--- config.mk ---
export PLATFORM = sky130hd
export DESIGN_NAME = rr_free_list
export DESIGN_NICKNAME = d
export VERILOG_FILES = /design/src/rtl/rr_free_list.sv
export SDC_FILE = /design/constraint.sdc
export NUM_CORES = 1
export LEC_CHECK = 0
export CAP_MARGIN = 5
export CELL_PAD_IN_SITES_DETAIL_PLACEMENT = 0
export CELL_PAD_IN_SITES_GLOBAL_PLACEMENT = 1
export CORE_AREA = 2 2 166 168
export DETAILED_ROUTE_END_ITERATION = 8
export DIE_AREA = 0 0 168 170
export HOLD_SLACK_MARGIN = 0.15
export PLACE_DENSITY_LB_ADDON = 0.05
export SLEW_MARGIN = 5
export SYNTH_ARGS = -nofsm -noshare
export SYNTH_HDL_FRONTEND = slang
export SYNTH_SLANG_ARGS = --single-unit
export TNS_END_PERCENT = 5
--- constraint.sdc ---
create_clock -name clk -period 15.7 [get_ports clk]
set_clock_uncertainty 0.1 [all_clocks]
set_input_delay 3.925 -clock clk [delete_from_list [all_inputs] [get_ports clk]]
set_output_delay 3.925 -clock clk [all_outputs]
set_load 0.005 [all_outputs]
--- src/rtl/rr_free_list.sv ---
// Rename free list: circular buffer of free physical registers with checkpointable head.
// Optional macro RR_FL_BYPASS_EN lets same-cycle releases satisfy allocations directly.
module rr_free_list #(
    parameter int unsigned INSTR_COUNT = 2,
    parameter int unsigned P_REGISTERS = 64,
    parameter int unsigned L_REGISTERS = 32,
    localparam int unsigned FL_DEPTH   = P_REGISTERS - L_REGISTERS,
    localparam int unsigned PREG_W     = $clog2(P_REGISTERS),
    localparam int unsigned PTR_W      = $clog2(FL_DEPTH) + 1,
    localparam int unsigned IDX_W      = PTR_W - 1
) (
    input  logic                          clk,
    input  logic                          rst_n,
    input  logic [INSTR_COUNT-1:0]        alloc_req,
    output logic                          alloc_ready,
    output logic [INSTR_COUNT*PREG_W-1:0] alloc_p_reg,
    input  logic [INSTR_COUNT-1:0]        rel_en,
    input  logic [INSTR_COUNT*PREG_W-1:0] rel_p_reg,
    output logic [PTR_W-1:0]              chk_head,
    input  logic                          rec_en,
    input  logic [PTR_W-1:0]              rec_head,
    output logic [PTR_W-1:0]              free_count,
    output logic                          overflow_err
);

    logic [PREG_W-1:0] entry_q [FL_DEPTH];
    logic [PREG_W-1:0] entry_d [FL_DEPTH];
    logic [PTR_W-1:0]  head_q, head_d;
    logic [PTR_W-1:0]  tail_q, tail_d;
    logic              overflow_q, overflow_d;

    logic [PTR_W-1:0]  free_cnt, n_req, n_rel, n_byp, n_rem, room, n_wr, k;
    logic [PTR_W:0]    avail;
    logic [PTR_W-1:0]  rel_rank [INSTR_COUNT];
`ifdef RR_FL_BYPASS_EN
    logic [PREG_W-1:0] rel_list [INSTR_COUNT];
`endif

    always_comb begin
        entry_d     = entry_q;
        head_d      = head_q;
        tail_d      = tail_q;
        overflow_d  = overflow_q;
        alloc_p_reg = '0;
        free_cnt    = tail_q - head_q;
        n_req       = '0;
        n_rel       = '0;
        k           = '0;
        n_byp       = '0;

        // rel_rank[i] is the position of lane i among the set release lanes
        for (int i = 0; i < INSTR_COUNT; i++) begin
            rel_rank[i] = n_rel;
            n_req       = n_req + PTR_W'(alloc_req[i]);
            n_rel       = n_rel + PTR_W'(rel_en[i]);
        end

`ifdef RR_FL_BYPASS_EN
        for (int j = 0; j < INSTR_COUNT; j++) begin
            rel_list[j] = '0;
            for (int i = 0; i < INSTR_COUNT; i++) begin
                if (rel_en[i] && (rel_rank[i] == PTR_W'(j)))
                    rel_list[j] = rel_p_reg[i*PREG_W +: PREG_W];
            end
        end
        avail = {1'b0, free_cnt} + {1'b0, n_rel};
`else
        avail = {1'b0, free_cnt};
`endif

        alloc_ready = !rec_en && ({1'b0, n_req} <= avail);

        for (int i = 0; i < INSTR_COUNT; i++) begin
            if (alloc_req[i]) begin
                alloc_p_reg[i*PREG_W +: PREG_W] = entry_q[IDX_W'(head_q + k)];
`ifdef RR_FL_BYPASS_EN
                for (int j = 0; j < INSTR_COUNT; j++) begin
                    if ((k >= free_cnt) && ((k - free_cnt) == PTR_W'(j)))
                        alloc_p_reg[i*PREG_W +: PREG_W] = rel_list[j];
                end
`endif
                k = k + 1'b1;
            end
        end

`ifdef RR_FL_BYPASS_EN
        if (alloc_ready && (n_req > free_cnt))
            n_byp = n_req - free_cnt;
`endif

        // Releases past the bypassed ones are written at tail, clipped to the free room
        n_rem = n_rel - n_byp;
        room  = PTR_W'(FL_DEPTH) - free_cnt;
        n_wr  = (n_rem > room) ? room : n_rem;
        if (n_rem > room)
            overflow_d = 1'b1;

        for (int i = 0; i < INSTR_COUNT; i++) begin
            if (rel_en[i] && (rel_rank[i] >= n_byp) && ((rel_rank[i] - n_byp) < n_wr))
                entry_d[IDX_W'(tail_q + rel_rank[i] - n_byp)] = rel_p_reg[i*PREG_W +: PREG_W];
        end
        tail_d = tail_q + n_wr;

        // Bypassed grants never consumed a buffer entry, so head skips them
        if (rec_en)
            head_d = rec_head;
        else if (alloc_ready)
            head_d = head_q + n_req - n_byp;
    end

    always_ff @(posedge clk) begin
        if (!rst_n) begin
            for (int i = 0; i < int'(FL_DEPTH); i++)
                entry_q[i] <= PREG_W'(L_REGISTERS + i);
            head_q     <= '0;
            tail_q     <= PTR_W'(FL_DEPTH);
            overflow_q <= 1'b0;
        end else begin
            entry_q    <= entry_d;
            head_q     <= head_d;
            tail_q     <= tail_d;
            overflow_q <= overflow_d;
        end
    end

    assign chk_head     = head_q;
    assign free_count   = free_cnt;
    assign overflow_err = overflow_q;

endmodule

---- Word-level counts from Yosys, hierarchy flattened ----
Index checks and enable logic that the tools add are counted.
cells by class
  add/subtract/negate cells ............... 8
  magnitude comparators ................... 11
  mux-type cells .......................... 20
  bitwise gates (word level) .............. 4
  reductions and logical operators ........ 8
operator list
  operator                                                               number
  192-bit bitwise mux                                                    2
  192-bit 2-to-1 mux                                                     2
  6-bit 2-to-1 mux                                                       11
  6-bit binary-select mux with 5-bit select                              2
  6-bit demux with 5-bit select                                          2
  6-bit >= comparator (second input constant)                            4
  5-bit inverter with 6-bit output                                       4
  6-bit by 1-bit < comparator with 1-bit output (second input constant)  2
  6-bit by 2-bit adder with 6-bit output                                 1
  6-bit adder                                                            1
  2-bit by 6-bit > comparator with 1-bit output                          1
  2-bit by 6-bit <= comparator with 1-bit output                         1
  1-bit logical AND                                                      6
  1-bit by 6-bit < comparator with 1-bit output                          1
  1-bit by 6-bit < comparator with 1-bit output (first input constant)   1
  6-bit subtractor                                                       1
  6-bit subtractor (first input constant)                                1
  5-bit by 1-bit adder with 5-bit output                                 1
  5-bit adder                                                            1
  1-bit by 1-bit adder with 2-bit output                                 2
  2-bit nonzero test                                                     1
  1-bit >= comparator (second input constant)                            1
  1-bit zero test                                                        1
  1-bit 2-to-1 mux                                                       1
storage, ports and cells
  flip-flop bits (word level) ............. 205
  output and inout port bits .............. 26
  word-level logic and storage cells ...... 86

---- Longest topological paths before layout ----
Gate-level depths: netlist (run 1).
  word-level depth ........................ 9
  mapped depth ............................ 21
  mapped depth without buffers ............ 20

---- Least setup slack after synthesis (run 1) ----
Ideal clock, no wire load.
  kind .................................... input to output
  from .................................... in alloc_req[0]
  to ...................................... out alloc_p_reg[6]
  arrival ................................. 6.478 ns
  path slack .............................. 5.197 ns
  stages .................................. 7
  path through ............................ ha_1 > buf_1 > buf_1 > mux4_2 > mux4_2 > mux2i_1 > nor2b_1
on the way
  word-level cells in the longest chain between the ends .. 7
RTL lines
  what                                                    line  RTL
  start: declaration                                      14    input logic [INSTR_COUNT-1:0] alloc_req,
  1-bit 2-to-1 mux                                        74    if (alloc_req[i]) begin
  5-bit adder                                             75    alloc_p_reg[i*PREG_W +: PREG_W] = entry_q[IDX_W'(head_q + k)];
  5-bit inverter with 6-bit output (implied by the code)  75
  6-bit binary-select mux with 5-bit select               75
  6-bit 2-to-1 mux (implied by the code) (2 in a row)     75
  6-bit 2-to-1 mux                                        74
  end: declaration                                        16    output logic [INSTR_COUNT*PREG_W-1:0] alloc_p_reg,
Every way passes these cells. The select of a mux whose other input is x is not followed.

---- Final worst setup path (run 1) ----
  from .................................... in alloc_req[0]
  to ...................................... out alloc_p_reg[11]
Same word-level chain as after synthesis.

==> flow_summary.toml, run 1 <==
[yosys]
synth_area_leaders = "dfxtp_1, mux4_2, a221oi_1, o21ai_1, mux2i_1"
synth_cell_types = 63
synth-edff-count = 0
post-synth-top-area-cell = "dfxtp_1"
synth_cells = 1419
synth.avg_cell_area_um2 = 9.89
yosysTopAreaCellShare_pct = 29.2
yosysSeqAreaShare_pct = 29.2
synth-seq-cells = 205
synthTopCellsByCount = "dfxtp_1, o21ai_1, mux4_2"
synth-async-reset-ratio_pct = 0
yosysMostFrequentCell = "dfxtp_1"
synth_area_um2 = 14000
yosysWarnings = 0
yosys_most_used_dff = "dfxtp_1"

[floorplanning]
rows = 60
die_h_um = 170
die_w_um = 168
dieArea_um2 = 28600
core_area_um2 = 26700
start_util_pct = 52.7
io_pins = 51

[grt]
track_usage_pct = 38.2
grt_start_max_net_pins = 98
antenna_found_initial = 0
grt_pass1_wl_um = 80600
grt_remaining_overflow = 0
grt_pass1_vias = 12300

[sta]
max_slew_margin_pct = 7.05
setup_tns_ns = 0
slew_viol_final = 0
worst_pin_slew_ns = 1.38
rsz0062_at_grt = "false"
finalHoldViolCount = 0
min_period_over_period_pct = 74.9
setup_viol = 0
fin_crit_ns = 11.76
max_freq_mhz = 85.0

[drt]
met3_length_um = 5840
wl_per_cell_um = 31.3
drt_iter0_drc = 2083
viasPerCell = 7.35
dr_total_vias = 12800
highest_layer = "met4"
postRouteAntennaNets = 0
dr.pass1.iters = 6
wl_met2_um = 24300
drc_errors = 0
routed_wl_um = 54500
drt-met1-wl_um = 20200

[run_status]
status = "finished, final reports clean"

[clocking]
cts_num_sinks = 205
clockBufferDepth = 3
numCtsBuffers = 26
insertion_delay_ns = 0.55
cts_tree = "built"
clkTransAtPathRegs_ns = 0.06
root_buffer = "clkbuf_16"
cts_resized = 0
hold_buffers = 0
postCtsSetupRepairBufs = 0
h-tree-depth = 1

[flow_run]
drv_cap = 0

[worst_setup_path]
crit_type = "input pin to output port"
end_kind = "output port"
cp_max_fo = 48
critPathLaunchType = "input pin"
required_ns = 11.68
crit_arrival_ns = 7.73

[pwr]
ir_worst_vdd_v = 0.0000858
power.density_nw_per_um2 = 133
p_leak_nw = 5.99

[final_layout]
final_net_count = 1433
design_area_um2 = 15400
antenna_cells = 0
utilization_pct = 57.8
instances_no_fill = 1739
syn_to_final_growth_pct = 9.77
fill_cells = 2312
drive_above_1_share_pct = 19.9

[place]
dpl_cell_area_um2 = 14600
place_inst = 1695
io_buffers = 50
place_hpwl_um = 37400
place.gp.congestion = 1.05

[worst_hold_path]
hp-class = "flop to flop"
[sequential cells by signal, indices dropped and copies added (netlist names)]
name,count
chk_head,6
overflow_err,1
entry_q,192
tail_q,6
[through the flow]
step	setup slack, ns	power [mW]	hold WS (ns)
2_1_floorplan	5.20	1.18	0.360
3_3_place_gp	4.02	1.45	0.352
3_5_place_dp	3.99	1.46	0.367
4_1_cts	3.98	2.03	0.383
5_1_grt	3.80	2.13	0.400
6_report	3.94	2.05	0.381
[final timing paths]
path,endpoint,start,depth (start not counted),slack (ns)
setup / recovery,alloc_p_reg[11],alloc_req[0],8,3.94
setup reg to reg,entry_q[127],chk_head[2],10,10.45
hold reg to reg,overflow_err,overflow_err,2,0.38
hold / removal,overflow_err,overflow_err,2,0.38
[cell families after synthesis]
| logic type | synth area share [%] |
|---|---|
| xor+xnor | 1.41 |
| compound gates | 19.4 |
| simple gates | 15.9 |
| buf+inv | 5.43 |
| flops | 29.2 |
| mux | 26.2 |
| fa+ha+maj | 2.48 |
| other cells | 0.0267 |
[placed cells by master, fill, tap and decap left out, types with 9 or more instances in the layout]
master / n
dfxtp_1: 203
o21ai_1: 128
mux4_2: 120
a221oi_1: 108
nor2_1: 104
a21oi_1: 57
clkdlybuf4s50_1: 49
mux2i_1: 48
nand2_1: 47
nor2b_1: 42
mux2_2: 41
o211a_1: 38
nand2b_1: 33
buf_4: 33
nand4_1: 31
clkbuf_16: 27
nor3_1: 24
inv_1: 23
nor4_2: 21
ha_1: 21
o21ai_0: 19
or4_1: 14
and2_1: 13
nand3_1: 12
nor4_1: 10
xor2_1: 9
and3_1: 9
a21boi_0: 9
[critical path: stages]
cell and delay (ns):
clkdlybuf4s50_1 0.56, ha_4 0.25, ha_2 1.07, mux4_2 0.60
mux4_2 0.47, mux2i_1 0.29, nor2b_1 0.09, clkdlybuf4s50_1 0.46
[power by group]
| group | internal [mW] | switching, mW | total (mW) |
|---|---|---|---|
| clock | 0.343 | 0.239 | 0.582 |
| sequential | 0.562 | 0.0697 | 0.632 |
| combinational | 0.317 | 0.522 | 0.839 |
| total | 1.22 | 0.831 | 2.05 |
[layer usage]
layer | track usage [%] | up-vias
met5 | 0 | -
met4 | 24.3 | 0
met3 | 9.74 | 229
met2 | 60.1 | 849
met1 | 47.0 | 6247
li1 | - | 5454
[cell type report]
type | instances | area, µm² | area share [%]
Sequential cell | 205 | 4110 | 26.7
Tap cell | 341 | 427 | 2.77
Clock buffer | 38 | 747 | 4.85
Clock inverter | 6 | 60.1 | 0.390
Inverter | 28 | 105 | 0.682
Timing Repair Buffer | 82 | 738 | 4.79
Multi-Input combinational cell | 1039 | 9220 | 59.8
Note: power is estimated with default switching activity, not from simulation.
==> inputs of run 2 (changes only) <==
CORE_AREA = 2 2 171 173   (was 2 2 166 168)
DIE_AREA = 0 0 173 175   (was 0 0 168 170)
clock period = 11.8 ns   (was 15.7 ns; I/O delays follow)
==> run 2 against run 1 <==
Compared with the run above:
- highest routed layer is now met5
- non-clock buffer count increased by 1
- sequential cell count is the same
- sequential power increased by 33%
- critical path depth unchanged
- worst hold slack worse by 0.0089 ns
- critical endpoint unchanged
- first-iteration DRC count down 10%
- worst setup slack worse by 1.9 ns
- final cell count up 2.6%
==> flow_summary.toml, run 2 (same netlist as run 1, synthesis figures left out) <==
[grt]
grt_start_max_net_pins = 78
grt_remaining_overflow = 0
grt_pass1_vias = 12200
antenna_found_initial = 2
grt_pass1_wl_um = 82300
track_usage_pct = 36.5

[floorplanning]
start_util_pct = 49.4
io_pins = 51
dieArea_um2 = 30300
rows = 62
die_w_um = 173
die_h_um = 175
core_area_um2 = 28400

[pwr]
power.density_nw_per_um2 = 180
finalPower_mw = 2.80
p_sw_mw = 1.12
p_leak_nw = 6.03
pwr-share-clk_pct = 30.1
p_seq_share_pct = 30.0
internal-power_mw = 1.68
swShare_pct = 39.9
p_comb_share_pct = 39.8
ir_worst_vdd_v = 0.000128

[flow_run]
drv_cap = 0

[sta]
fin_crit_ns = 9.80
setup_viol = 0
min_period_over_period_pct = 83.0
max_slew_margin_pct = 13.6
worst_pin_slew_ns = 1.28
setup_tns_ns = 0
rsz0062_at_grt = "false"
max_freq_mhz = 102
slew_viol_final = 0
finalHoldViolCount = 0

[final_layout]
antenna_cells = 0
final_cell_mix = "dfxtp_1, o21ai_1, mux4_2, a221oi_1, nor2_1"
syn_to_final_growth_pct = 10.7
fill_cells = 2607
largest_register_ff_count = 192
drive_above_1_share_pct = 20.1
final_net_count = 1433
top_register = "entry_q"
mostFrequentLayoutCell = "dfxtp_1"

[worst_setup_path]
crit_type = "input pin to output port"
cp_max_fo = 48
critPathLaunchType = "input pin"
required_ns = 8.75
crit_arrival_ns = 6.75
end_kind = "output port"

[clocking]
clkTransAtPathRegs_ns = 0.06
hold_buffers = 0
numCtsBuffers = 25
insertion_delay_ns = 0.54
clockBufferDepth = 3
h-tree-depth = 1
cts_num_sinks = 205
postCtsSetupRepairBufs = 0
cts_resized = 0
root_buffer = "clkbuf_16"
cts_tree = "built"

[place]
place_hpwl_um = 38300
place.gp.congestion = 0.993
io_buffers = 50

[drt]
dr.pass1.iters = 5
viasPerCell = 7.10
drt-met1-wl_um = 21500
dr_total_vias = 12700
wl_per_cell_um = 31.3
wl_met2_um = 24900
drt_iter0_drc = 1874
routed_wl_um = 55900
highest_layer = "met5"
drc_errors = 0
postRouteAntennaNets = 0
met3_length_um = 5540

[run_status]
status = "finished, final reports clean"

[worst_hold_path]
hp-class = "flop to flop"
==> run 2: cell count changes in the layout (fill, tap and decap cells not counted) <==
cell        delta
clkinvlp_4     -2
clkbuf_16      -2
clkbuf_1       -2
bufinv_16      +4
buf_4          +1
clkbuf_8       -1
inv_6          +2
inv_4          +1
clkinv_4       +1
==> run 2: power groups by stage <==
stage                     Clock, mW  Sequential, mW  Combinational, mW
final                         0.844           0.841               1.12
after global routing          0.875           0.844               1.18
after CTS                     0.849           0.838               1.09
after detailed placement          0           0.853               1.09
after global placement            0           0.853               1.08
after floorplan                   0           0.794              0.770
==> run 2: through the flow <==
stage | hold slack [ns] | instances | area [µm²] | utilization (%) | setup slack [ns]
final | 0.372 | 1784 | 15500 | 54.7 | 2.00
after detailed placement | 0.363 | 1739 | 14700 | 51.6 | 2.03
after CTS | 0.379 | 1784 | 15500 | 54.7 | 2.00
after floorplan | 0.360 | 1421 | 14000 | - | 3.25
after global placement | 0.351 | 1739 | 14700 | 51.6 | 2.11
after global routing | 0.406 | 1784 | 15500 | 54.7 | 1.86
==> run 2: metal layers <==
layer | vias up | track usage (%)
li1 | 5460 | -
met1 | 6158 | 46.9
met2 | 810 | 58.1
met3 | 229 | 6.90
met4 | 4 | 20.6
met5 | - | 0
==> run 2: layout make-up <==
type,instances,area [µm²],share of cell area (%)
flip-flops and latches,205,4110,26.5
repair buffers,83,746,4.80
well taps,384,480,3.09
clock inverters,12,198,1.27
clock buffers,33,676,4.35
multi-input cells,1039,9220,59.4
inverters,28,105,0.677
==> run 2: final timing paths <==
| check | slack [ns] | cells past startpoint | start | endpoint |
|---|---|---|---|---|
| max | 2.00 | 8 | alloc_req[0] | alloc_p_reg[11] |
| min | 0.37 | 2 | overflow_err | overflow_err |
| min reg2reg | 0.37 | 2 | overflow_err | overflow_err |
| max reg2reg | 6.34 | 11 | chk_head[2] | entry_q[117] |
==> run 2: worst max-delay path, cell delays in order <==
cell,delay (ns)
clkdlybuf4s50_1,0.56
ha_4,0.24
ha_2,1.11
mux4_2,0.61
mux4_2,0.47
mux2i_1,0.25
nor2b_1,0.08
clkdlybuf4s50_1,0.46
